===== src/rtl/var_delay_line.sv =====
// Variable-length delay line: a DEPTH-stage data/valid shift chain with a
// selectable output tap, rotate mode, synchronous flush and a saturating
// fill counter.
module var_delay_line #(
    parameter int DATA_W = 8,
    parameter int DEPTH  = 16,
    parameter int SEL_W  = 4
) (
    input  logic              clk_100M,
    input  logic              rst,
    input  logic              en,
    input  logic              rot,
    input  logic              flush,
    input  logic [DATA_W-1:0] din,
    input  logic              din_valid,
    input  logic [SEL_W-1:0]  delay_sel,
    output logic [DATA_W-1:0] dout,
    output logic              dout_valid,
    output logic [SEL_W:0]    fill_cnt,
    output logic              full
);

    // DEPTH expressed at fill-counter width so compares stay width-matched.
    localparam logic [SEL_W:0]   DEPTH_C  = (SEL_W+1)'(DEPTH);
    localparam logic [SEL_W-1:0] LAST_TAP = SEL_W'(DEPTH - 1);

    logic [DATA_W-1:0] stg_r [DEPTH];
    logic              vld_r [DEPTH];
    logic [SEL_W:0]    fill_cnt_r;
    logic [SEL_W-1:0]  tap_s;
    logic [DATA_W-1:0] dout_s;
    logic              dout_valid_s;

    // Chain update: reset, then flush, then shift/rotate, otherwise hold.
    always_ff @(posedge clk_100M) begin
        if (rst) begin
            for (int k = 0; k < DEPTH; k++) begin
                stg_r[k] <= {DATA_W{1'b0}};
                vld_r[k] <= 1'b0;
            end
            fill_cnt_r <= {(SEL_W+1){1'b0}};
        end else if (flush) begin
            for (int k = 0; k < DEPTH; k++) begin
                stg_r[k] <= {DATA_W{1'b0}};
                vld_r[k] <= 1'b0;
            end
            fill_cnt_r <= {(SEL_W+1){1'b0}};
        end else if (en) begin
            // Stage 0 takes new input in shift mode, the last stage in rotate mode.
            if (rot) begin
                stg_r[0] <= stg_r[DEPTH-1];
                vld_r[0] <= vld_r[DEPTH-1];
            end else begin
                stg_r[0] <= din;
                vld_r[0] <= din_valid;
            end
            for (int k = 1; k < DEPTH; k++) begin
                stg_r[k] <= stg_r[k-1];
                vld_r[k] <= vld_r[k-1];
            end
            // Only genuine shifts add new words; rotation just recirculates.
            if (!rot && (fill_cnt_r < DEPTH_C)) begin
                fill_cnt_r <= fill_cnt_r + {{SEL_W{1'b0}}, 1'b1};
            end else begin
                fill_cnt_r <= fill_cnt_r;
            end
        end else begin
            for (int k = 0; k < DEPTH; k++) begin
                stg_r[k] <= stg_r[k];
                vld_r[k] <= vld_r[k];
            end
            fill_cnt_r <= fill_cnt_r;
        end
    end

    // Clamp out-of-range tap selections to the last stage.
    always_comb begin
        if ({1'b0, delay_sel} < DEPTH_C) begin
            tap_s = delay_sel;
        end else begin
            tap_s = LAST_TAP;
        end
    end

    // Output tap multiplexer; combinational so a new delay_sel acts immediately.
    always_comb begin
        dout_s       = {DATA_W{1'b0}};
        dout_valid_s = 1'b0;
        for (int k = 0; k < DEPTH; k++) begin
            if (tap_s == SEL_W'(k)) begin
                dout_s       = stg_r[k];
                dout_valid_s = vld_r[k];
            end else begin
                dout_s       = dout_s;
                dout_valid_s = dout_valid_s;
            end
        end
    end

    assign dout       = dout_s;
    assign dout_valid = dout_valid_s;
    assign fill_cnt   = fill_cnt_r;
    assign full       = (fill_cnt_r == DEPTH_C);

endmodule


===== config.mk =====
export PLATFORM = sky130hd
export DESIGN_NAME = var_delay_line
export DESIGN_NICKNAME = d
export VERILOG_FILES = /design/src/rtl/var_delay_line.sv
export SDC_FILE = /design/constraint.sdc
export NUM_CORES = 1
export LEC_CHECK = 0
export CAP_MARGIN = 20
export CORE_MARGIN = 1.5
export CORE_UTILIZATION = 55
export DETAILED_ROUTE_END_ITERATION = 8
export GPL_TIMING_DRIVEN = 0
export PLACE_DENSITY = 0.77
export SKIP_CTS_REPAIR_TIMING = 1
export SLEW_MARGIN = 40
export SYNTH_ARGS = -nofsm -noshare
export SYNTH_HDL_FRONTEND = slang
export SYNTH_SLANG_ARGS = --single-unit
export TNS_END_PERCENT = 1

===== constraint.sdc =====
create_clock -name clk_100M -period 2.5 [get_ports clk_100M]
set_clock_uncertainty 0.1 [all_clocks]
set_input_delay 0.5 -clock clk_100M [delete_from_list [all_inputs] [get_ports clk_100M]]
set_output_delay 0.5 -clock clk_100M [all_outputs]
set_load 0.02 [all_outputs]

==> metrics, run 1 <==
cell taking the most area after synthesis edfxtp_1; Synth area leaders edfxtp_1, and3_1, mux4_2; Crit Reg-Reg Startpoint fill_cnt[4]$_SDFFE_PP0P_; Total Routing Usage GR 30.56%; CTS tree done; total number of vias 5352; gr ovfl total 0; clk sinks 149; FILL cells 1038; final worst-path setup slack -0.2072 ns; proportion of layout cells with a drive suffix above 1 17.34%; Iteration-0 DRC Markers 786; clk root buf clkbuf_16; measured slew at the worst slew-check pin 0.8181 ns; drt wl/cell 25.73 um; buffers added on ports 30; Max clock buf depth 2; Setup Viol. Count Final 9; leakage 3.731 nW; FP Rows 42; initial core utilization 55.92%; worst r2r dst fill_cnt[3]$_SDFFE_PP0P_; ys flop type edfxtp_1; largest net degree at the start of global routing 64; HP Class flop to flop; worst vdd ir 0.4339 mV; TritonCTS buffer count 17; R2R cell count 4; WHS Path Cells 2; initial antenna violation count 0; Final Non-Filler Cells 800; first-pass GRT wire length 31170 um; Final Hold Viols 0; failing checks negative setup slack; total power 0.005761 W; num ports 33; RSZ-0062 raised after global routing yes; syn avg cell area 13.26 sq um; required time of the critical path 1.90 ns; Slew Viols, Final 0; register area share after synthesis 60.22%; max-cap viol count 0; ys async rst share 0%; outcome finished, violations left; Cells after Synth 554; Die Ht 118.6 um; maximum clock rate 369.4 MHz; worst hold margin 0.4695 ns; post-DP HPWL 13800 um; #FFs+latches synth 149; PD cells 676.7 mW/mm^2; Worst setup EP type output port; vias in the first global route 5273; clk slew on worst S/H paths 0.06 ns; synth unique cells 69; RePlAce Congestion 0.9778; Clock Latency Late Sink 0.43 ns; Slew HR 45.46%; Layout area overhead 15.89%; Routed Wire Length 20580 um; Worst setup SP type input pin; Cells after DPL 763; Die Area 0.01406 sq mm; Yosys warning count 0; worst endpoint data arrival time 2.11 ns; NumNets Final 630; FF-to-FF setup slack 1.17 ns; synth cell count leaders edfxtp_1, and3_1, nor2_1; crit share post-route 108.3%; Vias/cell 6.690; EDFF count, synth 144; die width 118.6 um; worst hold start stg_r[0][31]$_SDFFCE_PN0P_; drc violations 0; peak fanout along the critical path 10; Syn Std Cell Area 0.007347 sq mm; kind of critical path input pin to output port; Core Area 0.01314 sq mm; post-synth top area share 58.86%; 1st-pass router iterations 6; number of nets still failing antenna checks after routing 0; min cycle time layout 2.707 ns; hold path endpoint stg_r[0][39]$_SDFFCE_PN0P_; post-route setup TNS -1.177 ns; H-tree Lvls 4; count leader, synth edfxtp_1
## power by group
group          internal [W]  switching (W)
combinational      0.000221       0.000356
sequential          0.00284      0.0000679
clock               0.00125        0.00103
total               0.00430        0.00146
## flip-flops by register name, summed over array words and instances (netlist names)
register / count
fill_cnt: 5
stg_r: 128
vld_r: 16
## cells by family (layout without fill, tap and decap cells)
kind of cell	after synthesis	in the layout	synth area share, %
and+or+nand+nor	223	223	17.78
DFF	149	149	60.22
AOI/OAI and AO/OA	71	71	7.034
buffers and inverters	61	127	4.888
muxes	44	44	9.332
xor gates and xnor gates	3	3	0.3577
adders and majority gates	2	2	0.3405
other	1	5	0.05104
## cells in the final DEF, fill, tap and decap left out, drive strengths merged, types with 4 or more instances in the layout
cell type / n
a21oi: 10
o31ai: 4
buf: 27
edfxtp: 144
nand2b: 6
a221oi: 5
clkinvlp: 5
mux2i: 22
o22ai: 5
inv: 9
nor2b: 10
o21ai: 13
conb: 4
nand2: 15
clkdlybuf4s50: 17
dfxtp: 5
a211oi: 4
or3: 5
clkinv: 10
and3: 130
clkbuf: 56
nor2: 34
mux4: 19
## worst max-delay path, cell delays in order
cell,delay [ns]
clkbuf_2,0.14
buf_6,0.18
buf_8,0.15
nor2_1,0.32
a211oi_1,0.13
o21ai_0,0.24
o2bb2ai_1,0.20
clkbuf_2,0.22
## area by class of cell
type	instances	area, sq um	share of cell area [%]
Sequential cell	149	4424	51.96
Multi-Input combinational cell	347	2666	31.32
Tap cell	176	220.2	2.586
Buffer	52	340.3	3.997
Clock inverter	15	92.59	1.087
Inverter	9	33.78	0.3968
Clock buffer	17	425.4	4.996
Antenna cell	1	2.502	0.02939
Timing Repair Buffer	34	309.0	3.630
## routing by layer
layer  vias to the layer above  share of wire, %  GRT usage, %
met1                      2617                38         40.53
met3                        69                11         8.156
met5                         -                 0             0
met2                       407                47         46.73
li1                       2259                 -             -
met4                         0               3.9         15.51
## worst max-delay path by stage
stage	start	to	cells after the start
global placement	delay_sel[2]	dout[4]	8
floorplan	delay_sel[0]	dout[6]	6
global route	delay_sel[2]	dout[5]	8
detailed placement	delay_sel[2]	dout[4]	8
finish	delay_sel[1]	dout[5]	8
CTS	delay_sel[2]	dout[4]	8
## through the flow
step	utilization, %	area (sq um)	setup WS (ns)
finish	64.81	8514	-0.2072
global route	64.79	8512	-0.2326
CTS	63.96	8403	-1.166
detailed placement	60.02	7885	-1.168
global placement	59.98	7880	-1.129
floorplan	-	7360	0.05623
Note: power is estimated with default switching activity, not from simulation.
==> inputs of run 2 (changes only) <==
--- a/config.mk
+++ b/config.mk
@@ -6,7 +6,7 @@
 export NUM_CORES = 1
 export LEC_CHECK = 0
 export CAP_MARGIN = 20
-export CORE_MARGIN = 1.5
+export CORE_MARGIN = 2
 export CORE_UTILIZATION = 55
 export DETAILED_ROUTE_END_ITERATION = 8
 export GPL_TIMING_DRIVEN = 0
==> run 2 against run 1 <==
The flow still finishes with violations (negative setup slack). Sequential share of layout area is 0.77 points lower. Clock power is 16% higher. Critical path depth decreased by 1. Via count rose by 1.1%. Flip-flop and latch count unchanged. Total power up 6.5%. Hold slack worse by 0.0046 ns. Core utilization increased by 0.97 points. Critical endpoint is now dout[1]. Highest routed layer unchanged.
==> metrics, run 2 (synthesized netlist as in run 1, its figures left out) <==
total power 0.006136 W (+6.5%); Clock Latency Late Sink 0.43 ns (about the same); slowest library cell on the worst path a2111oi_2; FP Rows 42 (unchanged); NumNets Final 632 (+0.32%); max reg flops 128 (unchanged); clk root buf clkbuf_16; Slew Viols, Final 0 (unchanged); TritonCTS buffer count 17 (unchanged); buffers added on ports 30 (unchanged); CTS tree done; HP Class flop to flop; Slew HR 50.38% (+4.9 points); die width 119.6 um (+0.84%); post-route setup TNS -1.018 ns (+0.1588 ns); Worst setup EP type output port; Vias/cell 6.763 (+1.1%); Comb pwr share 9.7% (-0.3 points); FILL cells 969 (-6.6%); Core Area 0.01314 sq mm (unchanged); Routed Wire Length 20630 um (+0.24%); first-pass GRT wire length 30630 um (-1.7%); clk sinks 149 (unchanged); Reg area 0.004424 sq mm (unchanged); RePlAce Congestion 0.9151 (-6.4%); clock power share 43.0% (+3.4 points); kind of critical path input pin to output port; most frequent cells in the layout edfxtp_1, and3_1, nor2_1; drt wl/cell 25.79 um (+0.24%); Worst setup SP type input pin; Int Power 0.004703 W (+9.3%); failing checks negative setup slack; max-cap viol count 0 (unchanged); most common cell after layout, fill and taps aside edfxtp_1; sw frac 23.36% (-1.9 points); Reg power frac 47.3% (-3.1 points); PD cells 710.0 mW/mm^2 (+4.9%); number of nets still failing antenna checks after routing 0 (unchanged); post-DP HPWL 13580 um (-1.6%); 1st-pass router iterations 8 (+2); Max clock buf depth 2 (unchanged); diode count 0 (-1); measured slew at the worst slew-check pin 0.7443 ns (-0.07378 ns); Switch Pwr 0.001433 W (-1.7%); min cycle time layout 2.696 ns (-0.01109 ns); Setup Viol. Count Final 9 (unchanged); leakage 3.801 nW (+1.9%); Die Area 0.01430 sq mm (+1.7%); total number of vias 5410 (+1.1%); clk slew on worst S/H paths 0.06 ns (about the same); num ports 33 (unchanged); outcome finished, violations left; Die Ht 119.6 um (+0.84%); gr ovfl total 0 (unchanged); worst endpoint data arrival time 2.10 ns (about the same); Layout area overhead 17.63%; largest net degree at the start of global routing 64 (unchanged); worst vdd ir 0.4753 mV (+9.5%); required time of the critical path 1.90 ns (about the same); RSZ-0062 raised after global routing yes; Final Util 65.78% (+0.97 points); Top reg by flops stg_r; proportion of layout cells with a drive suffix above 1 17.95% (+0.61 points); worst path cell trace buf_6 -> buf_12 -> buf_8 -> a2111oi_2 -> o31ai_1 -> a32o_1 -> dlymetal6s2s_1; peak fanout along the critical path 10 (unchanged); H-tree Lvls 4 (unchanged); maximum clock rate 370.9 MHz (+0.41%); initial core utilization 55.92% (unchanged); final worst-path setup slack -0.1961 ns (+0.01109 ns); CP Buf/Inv Count 4 (unchanged); vias in the first global route 5147 (-2.4%); Total Routing Usage GR 29.62% (-0.94 points); crit share post-route 107.8% (-0.44 points); Final Hold Viols 0 (unchanged); CP peak stage delay 0.47 ns (+0.15 ns); drc violations 0 (unchanged); Iteration-0 DRC Markers 854 (+8.7%); initial antenna violation count 0 (unchanged); CP top delay family compound AO/OA/AOI/OAI gates; area of the multi-input gates 0.002679 sq mm (+0.47%)
-- run 2: power groups by stage --
stage	combinational, W	sequential, W	clock (W)
global placement	0.000537	0.00295	0
CTS	0.000545	0.00290	0.00264
global route	0.000617	0.00291	0.00276
floorplan	0.000338	0.00292	0
finish	0.000592	0.00290	0.00264
detailed placement	0.000543	0.00295	0
-- run 2: layout make-up --
class / instances / area share, %
multi-input cells: 347 / 31.00
well taps: 176 / 2.548
flip-flops and latches: 149 / 51.19
inverters: 9 / 0.3909
clock inverters: 14 / 1.926
clock buffers: 17 / 4.923
plain buffers: 52 / 4.083
repair buffers: 36 / 3.938
-- run 2: stage by stage --
stage | std cells | hold WS (ns) | cell area [sq um] | setup slack [ns]
floorplan | 557 | 0.4313 | 7360 | 0.05623
global placement | 763 | 0.4355 | 7880 | -1.120
detailed placement | 763 | 0.4425 | 7885 | -1.150
CTS | 794 | 0.4611 | 8477 | -1.148
global route | 800 | 0.4924 | 8642 | -0.2380
finish | 800 | 0.4649 | 8642 | -0.1961
-- run 2: final timing paths --
check             slack [ns]                  startpoint  cells past startpoint                          to
setup / recovery       -0.20                delay_sel[0]                      7                     dout[1]
hold / removal          0.46  stg_r[0][26]$_SDFFCE_PN0P_                      1  stg_r[0][34]$_SDFFCE_PN0P_
hold reg to reg         0.46  stg_r[0][26]$_SDFFCE_PN0P_                      1  stg_r[0][34]$_SDFFCE_PN0P_
setup reg to reg        1.20    fill_cnt[4]$_SDFFE_PP0P_                      4    fill_cnt[3]$_SDFFE_PP0P_
-- run 2: worst register-to-register path, stage by stage, from the launching register on --
cell	delay (ns)
dfxtp_1	0.34
nor3b_2	0.38
nand4_1	0.16
xor2_1	0.15
nor2_1	0.05
-- run 2: layer usage --
layer / vias up / GRT usage, % / wire, um
li1: 2258 / - / -
met1: 2701 / 41.78 / 7999
met2: 375 / 44.39 / 9671
met3: 76 / 6.226 / 2069
met4: 0 / 14.04 / 889
met5: - / 0 / 0
